$ cat config.mk
export PLATFORM = sky130hd
export DESIGN_NAME = mul8_mac_acc_flat
export DESIGN_NICKNAME = d
export VERILOG_FILES = /design/src/rtl/mul8_mac_acc_if.sv /design/src/rtl/mul8_mac_acc.sv /design/src/flat_wrapper.sv
export SDC_FILE = /design/constraint.sdc
export NUM_CORES = 1
export LEC_CHECK = 0
export ABC_AREA = 1
export BUFFER_PORTS_ARGS = -buffer_cell sky130_fd_sc_hd__buf_2
export CORE_ASPECT_RATIO = 0.75
export CORE_UTILIZATION = 35
export CTS_CLUSTER_SIZE = 40
export DETAILED_ROUTE_END_ITERATION = 16
export GPL_ROUTABILITY_DRIVEN = 0
export SLEW_MARGIN = 20
export SYNTH_ARGS = -nofsm -noshare
export SYNTH_HDL_FRONTEND = slang
export SYNTH_SLANG_ARGS = --single-unit
$ cat constraint.sdc
create_clock -name clk -period 5.38 [get_ports clk]
set_clock_uncertainty 0.1 [all_clocks]
set_input_delay 1.076 -clock clk [delete_from_list [all_inputs] [get_ports clk]]
set_output_delay 1.076 -clock clk [all_outputs]
set_load 0.02 [all_outputs]
$ cat src/rtl/mul8_mac_acc_if.sv
// rtl/mul8_mac_acc_if.sv - operand/result handshake bundle for mul8_mac_acc
//
// Purpose: carries the operand stream into the MAC and the block result out of it.
// Signals:
//   in_valid/in_ready/in_a/in_b         operand pair handshake (8-bit unsigned a, b)
//   out_valid/out_ready/out_data/out_ovf block result handshake (ACC_W-bit sum, overflow flag)
// Modports:
//   slave  - the MAC block (consumes operands, produces results)
//   master - the producer/consumer side (drives operands, accepts results)
interface mul8_mac_acc_if #(
  parameter int ACC_W = 19
);
  logic             in_valid;
  logic             in_ready;
  logic [7:0]       in_a;
  logic [7:0]       in_b;
  logic             out_valid;
  logic             out_ready;
  logic [ACC_W-1:0] out_data;
  logic             out_ovf;

  modport slave (
    input  in_valid, in_a, in_b, out_ready,
    output in_ready, out_valid, out_data, out_ovf
  );

  modport master (
    output in_valid, in_a, in_b, out_ready,
    input  in_ready, out_valid, out_data, out_ovf
  );
endinterface

$ cat src/rtl/mul8_mac_acc.sv
// rtl/mul8_mac_acc.sv - pipelined 8x8 multiply-accumulate over ACC_LEN beats
//
// Purpose: registers operand pairs (S1), multiplies them with mul8_lrtl, registers
// the 16-bit product (S2), and sums ACC_LEN products into one block result that is
// held on the output handshake until accepted.
// Parameters:
//   ACC_LEN  products summed per output block (>=1)
//   ACC_W    accumulator/output width (>=16)
// Ports:
//   clk      clock, all state on rising edge
//   rst      synchronous active-high reset
//   bus      mul8_mac_acc_if.slave (in_valid/in_ready/in_a/in_b, out_valid/out_ready/out_data/out_ovf)
// Build option:
//   MUL8_MAC_SAT_EN  when defined the accumulator saturates at 2^ACC_W-1 after a carry
//                    and stays there for the rest of the block; otherwise it wraps.

module mul8_lrtl (
  input  logic [7:0]  a,
  input  logic [7:0]  b,
  output logic [15:0] p
);
  assign p = {8'b0, a} * {8'b0, b};
endmodule

module mul8_mac_acc #(
  parameter int ACC_LEN = 8,
  parameter int ACC_W   = 19
) (
  input  logic               clk,
  input  logic               rst,
  mul8_mac_acc_if.slave      bus
);
  localparam int CNT_W = (ACC_LEN > 1) ? $clog2(ACC_LEN) : 1;
  localparam logic [CNT_W-1:0] LAST_BEAT = CNT_W'(ACC_LEN - 1);

  logic             stall;
  logic             s1_valid;
  logic [7:0]       s1_a;
  logic [7:0]       s1_b;
  logic [15:0]      prod;
  logic             s2_valid;
  logic [15:0]      s2_prod;
  logic [ACC_W-1:0] acc;
  logic             sticky;
  logic [CNT_W-1:0] cnt;
  logic             out_valid_q;
  logic [ACC_W-1:0] out_data_q;
  logic             out_ovf_q;

  logic [ACC_W:0]   sum_wide;
  logic             ovf_next;
  logic [ACC_W-1:0] acc_next;
  logic             complete;

  // A held, unaccepted result freezes the whole pipeline so nothing is lost.
  assign stall        = out_valid_q & ~bus.out_ready;
  assign bus.in_ready = ~stall & ~rst;

  assign bus.out_valid = out_valid_q;
  assign bus.out_data  = out_data_q;
  assign bus.out_ovf   = out_ovf_q;

  mul8_lrtl u_mul (
    .a (s1_a),
    .b (s1_b),
    .p (prod)
  );

  always_comb begin
    sum_wide = {1'b0, acc} + {{(ACC_W - 15){1'b0}}, s2_prod};
    ovf_next = sticky | sum_wide[ACC_W];
`ifdef MUL8_MAC_SAT_EN
    // Once the block has carried, pin at full scale until the block closes.
    acc_next = ovf_next ? {ACC_W{1'b1}} : sum_wide[ACC_W-1:0];
`else
    acc_next = sum_wide[ACC_W-1:0];
`endif
    complete = ~stall & s2_valid & (cnt == LAST_BEAT);
  end

  always_ff @(posedge clk) begin
    if (rst) begin
      s1_valid    <= 1'b0;
      s1_a        <= 8'd0;
      s1_b        <= 8'd0;
      s2_valid    <= 1'b0;
      s2_prod     <= 16'd0;
      acc         <= '0;
      sticky      <= 1'b0;
      cnt         <= '0;
      out_valid_q <= 1'b0;
      out_data_q  <= '0;
      out_ovf_q   <= 1'b0;
    end else begin
      if (!stall) begin
        // in_ready is necessarily high here (not stalled, not in reset).
        s1_valid <= bus.in_valid;
        if (bus.in_valid) begin
          s1_a <= bus.in_a;
          s1_b <= bus.in_b;
        end
        s2_valid <= s1_valid;
        if (s1_valid) begin
          s2_prod <= prod;
        end
        if (s2_valid) begin
          if (cnt == LAST_BEAT) begin
            // Close the block and restart from zero in the same edge: no bubble.
            out_data_q <= acc_next;
            out_ovf_q  <= ovf_next;
            acc        <= '0;
            sticky     <= 1'b0;
            cnt        <= '0;
          end else begin
            acc    <= acc_next;
            sticky <= ovf_next;
            cnt    <= cnt + 1'b1;
          end
        end
      end
      // A completion in the same edge as an accept keeps out_valid high.
      if (complete) begin
        out_valid_q <= 1'b1;
      end else if (out_valid_q && bus.out_ready) begin
        out_valid_q <= 1'b0;
      end
    end
  end
endmodule

$ cat src/flat_wrapper.sv
// flat-port wrapper written by rule: the top's interface ports become plain ports
module mul8_mac_acc_flat 
#(
  parameter int ACC_LEN = 8,
  parameter int ACC_W   = 19
)
  (clk, rst, bus_in_valid, bus_in_a, bus_in_b, bus_out_ready, bus_in_ready, bus_out_valid, bus_out_data, bus_out_ovf);
  mul8_mac_acc_if #(.ACC_W(ACC_W)) bus_i ();
  input  logic clk;
  input  logic rst;
  input wire logic [$bits(bus_i.in_valid)-1:0] bus_in_valid;
  input wire logic [$bits(bus_i.in_a)-1:0] bus_in_a;
  input wire logic [$bits(bus_i.in_b)-1:0] bus_in_b;
  input wire logic [$bits(bus_i.out_ready)-1:0] bus_out_ready;
  output wire logic [$bits(bus_i.in_ready)-1:0] bus_in_ready;
  output wire logic [$bits(bus_i.out_valid)-1:0] bus_out_valid;
  output wire logic [$bits(bus_i.out_data)-1:0] bus_out_data;
  output wire logic [$bits(bus_i.out_ovf)-1:0] bus_out_ovf;
  assign bus_i.in_valid = bus_in_valid;
  assign bus_i.in_a = bus_in_a;
  assign bus_i.in_b = bus_in_b;
  assign bus_i.out_ready = bus_out_ready;
  assign bus_in_ready = bus_i.in_ready;
  assign bus_out_valid = bus_i.out_valid;
  assign bus_out_data = bus_i.out_data;
  assign bus_out_ovf = bus_i.out_ovf;
  mul8_mac_acc #(.ACC_LEN(ACC_LEN), .ACC_W(ACC_W)) u_core (.clk(clk), .rst(rst), .bus(bus_i));
endmodule
==> impl_metrics.json <==
{
  "synthesis.nets": 989,
  "cts_buffers": 9,
  "yosysSeqAreaShare_pct": 25.5,
  "core-area_um2": 17000,
  "setup_slack_ns": 1.00,
  "clk_latency_ns": 0.35,
  "drv_slew": 0,
  "grt_max_degree": 34,
  "cts_tree": "built",
  "final_nets": 1009,
  "h-tree-depth": 3,
  "via_per_inst": 4.55,
  "clock_sinks": 78,
  "grt_antenna_before_repair": 0,
  "setup_viol": 0,
  "cp_data_arrival_time_ns": 4.56,
  "path_depth": 16,
  "vias": 5187,
  "yosysUniqueCellTypes": 42,
  "rows": 41,
  "postRouteAntennaNets": 0,
  "cp_max_fo": 9,
  "hpwl_um": 10900,
  "crit_slowest_cell": "dfxtp_1",
  "cp_common_cell": "inv_1",
  "max_freq_mhz": 229,
  "final_cell_mix": "218 x nand2_1, 167 x inv_1, 85 x nor2_1",
  "async_flop_share_pct": 0,
  "synth.largest_area_cell": "dfxtp_1",
  "synth_top_area_share_pct": 25.5,
  "max_stage_delay_ns": 0.55,
  "root_buffer": "clkbuf_16",
  "crit-reg2reg-launch": "u_core.s1_b[7]",
  "cts-resized-gates": 0,
  "synth_cells": 878,
  "crit_family": "adder cells",
  "run_status": "complete, no violations",
  "synth_edf_count": 0,
  "finalCriticalPeriod_ns": 4.38,
  "power.leakage_nw": 3.81,
  "max_slew_margin_pct": 38.8,
  "layout_commonest_cell": "nand2_1",
  "worstSetupPathType": "reg2reg",
  "hold_class": "reg2reg",
  "cp-end-kind": "register",
  "dr.pass1.iters": 5,
  "grt_usage_pct": 16.4,
  "synth_seq_cells": 78,
  "routedWlPerCell_um": 12.2,
  "post_cts_buffers": 0,
  "port_buffers": 41,
  "rr_worst_depth": 16,
  "ys.flop_type": "dfxtp_1",
  "rsz0062_at_grt": "no",
  "grt_pass1_vias": 4637,
  "cts_hold_buf": 0,
  "cap_viol_max_count": 0,
  "finalHoldViolCount": 0,
  "die_w_um": 155,
  "worstMarginPinSlew_ns": 0.917,
  "routed_wl_um": 13900,
  "path_cells": "nand2_1, fa_1, fa_1, inv_1, fa_1, inv_1, fa_1, inv_1, ha_1, a21oi_1, o21ai_0, inv_1, a21o_1, nand3_1, o211ai_1, inv_1",
  "vdd_drop_max_mv": 0.165,
  "clk_pin_slew_worst_paths_ns": 0.07,
  "ioPinCount": 42,
  "finalSetupTns_ns": 0,
  "drt_iter0_drc": 320,
  "area_delta_synth_final_pct": 11.0,
  "crit_buf_inv": 5,
  "cts_max_path_buffers": 2,
  "finalCritPeriodShare_pct": 81.3,
  "die_y_um": 116,
  "drc": 0,
  "reg2reg_to": "u_core.s2_prod[10]",
  "dieArea_um2": 18000,
  "cp-start-kind": "register",
  "grt_pass1_wl_um": 23100,
  "endpoint": "u_core.s2_prod[10]",
  "start_util_pct": 36.0,
  "avgSynthCellArea_um2": 6.97,
  "crit_start": "u_core.s1_b[7]",
  "cellPowerDensity_nw_per_um2": 223,
  "grt-ovfl-total": 0,
  "synthTopCellsByArea": "dfxtp_1 26%, nand2_1 13%, fa_1 12%, ha_1 11%, inv_1 10%",
  "diodes": 0,
  "syn_area_um2": 6120,
  "drive_gt1_share_pct": 9.75,
  "rrSetupSlack_ns": 1.00,
  "ys_warn_count": 0,
  "crit_required_ns": 5.57,
  "place_ws_ns": 1.05
}
-- metrics by stage --
step                      instances  util, %  instance area (um^2)  power [mW]  hold slack, ns
final                          1139     40.0                  6790        1.52           0.345
after global routing           1139     40.0                  6790        1.60           0.381
after CTS                      1139     40.0                  6790        1.53           0.349
after detailed placement       1123     38.2                  6480       0.885           0.332
after global placement         1123     38.2                  6480       0.882           0.327
after floorplan                 878        -                  6120       0.824           0.343
-- metal layers --
layer	global-route usage, %	vias to the layer above	share of wire (%)
met5	0	-	0
met4	4.75	0	1.2
met3	3.01	15	5.1
met2	22.6	132	39
met1	25.4	2307	55
li1	-	2733	-
-- worst reg2reg max path, cell delays in order (launching register included) --
cell,delay [ns]
dfxtp_1,0.55
nand2_1,0.16
fa_1,0.55
fa_1,0.55
inv_1,0.05
fa_1,0.53
inv_1,0.05
fa_1,0.52
inv_1,0.04
ha_1,0.33
a21oi_1,0.10
o21ai_0,0.26
inv_1,0.09
a21o_1,0.17
nand3_1,0.07
o211ai_1,0.08
inv_1,0.09
-- how the worst min path moves through the flow --
stage | cells after the start | slack [ns] | startpoint | end
2_1_floorplan | 2 | 0.34 | u_core.sticky | u_core.sticky
3_3_place_gp | 2 | 0.33 | u_core.bus.out_data[0] | u_core.bus.out_data[0]
3_5_place_dp | 2 | 0.33 | u_core.bus.out_data[0] | u_core.bus.out_data[0]
4_1_cts | 2 | 0.35 | u_core.bus.out_data[0] | u_core.bus.out_data[0]
5_1_grt | 2 | 0.38 | u_core.bus.out_data[11] | u_core.bus.out_data[11]
6_report | 2 | 0.34 | u_core.bus.out_data[0] | u_core.bus.out_data[0]
-- registers in the layout, summed over array words and instances, names as in the netlist --
name / flops
u_core.s1_b: 8
u_core.s1_valid: 1
u_core.sticky: 1
u_core.s1_a: 8
u_core.bus.out_data: 19
u_core.bus.out_ovf: 1
u_core.s2_prod: 16
u_core.s2_valid: 1
u_core.cnt: 3
u_core.bus.out_valid: 1
u_core.acc: 19
-- synthesized netlist by cell type (3+ instances only) --
cell type,count
ha_1,54
fa_1,37
xor2_1,5
nand3_2,4
a21oi_1,39
nand4_1,5
nor3_1,3
nand2_2,7
clkbuf_1,22
nand3_1,50
o21ai_0,38
xnor2_1,7
o211ai_1,4
a21oi_2,3
inv_2,3
dfxtp_1,78
a22o_1,5
nor2_1,85
nand2_1,218
inv_1,167
o21bai_1,5
buf_2,8
nor2_2,5
-- area by class of cell --
cell class | count | area (um^2)
inverters | 171 | 644
well taps | 236 | 295
fillers | 1828 | 10200
repair buffers | 42 | 213
multi-input cells | 596 | 3760
flip-flops and latches | 78 | 1560
clock inverters | 7 | 86.3
clock buffers | 9 | 225
-- where the power goes --
group	internal, mW	leakage [nW]	switching [mW]	total, mW
clock	0.370	0.150	0.275	0.645
sequential	0.598	0.636	0.0312	0.629
combinational	0.0901	3.02	0.150	0.241
total	1.06	3.81	0.457	1.52
-- kinds of logic after synthesis --
family          share of synthesized area (%)
simple gates                             26.9
fa+ha+maj                                23.2
compound gates                           9.78
flops                                    25.5
buf+inv                                  12.9
xor+xnor                                 1.72
Power figures use the tool's default switching activity.
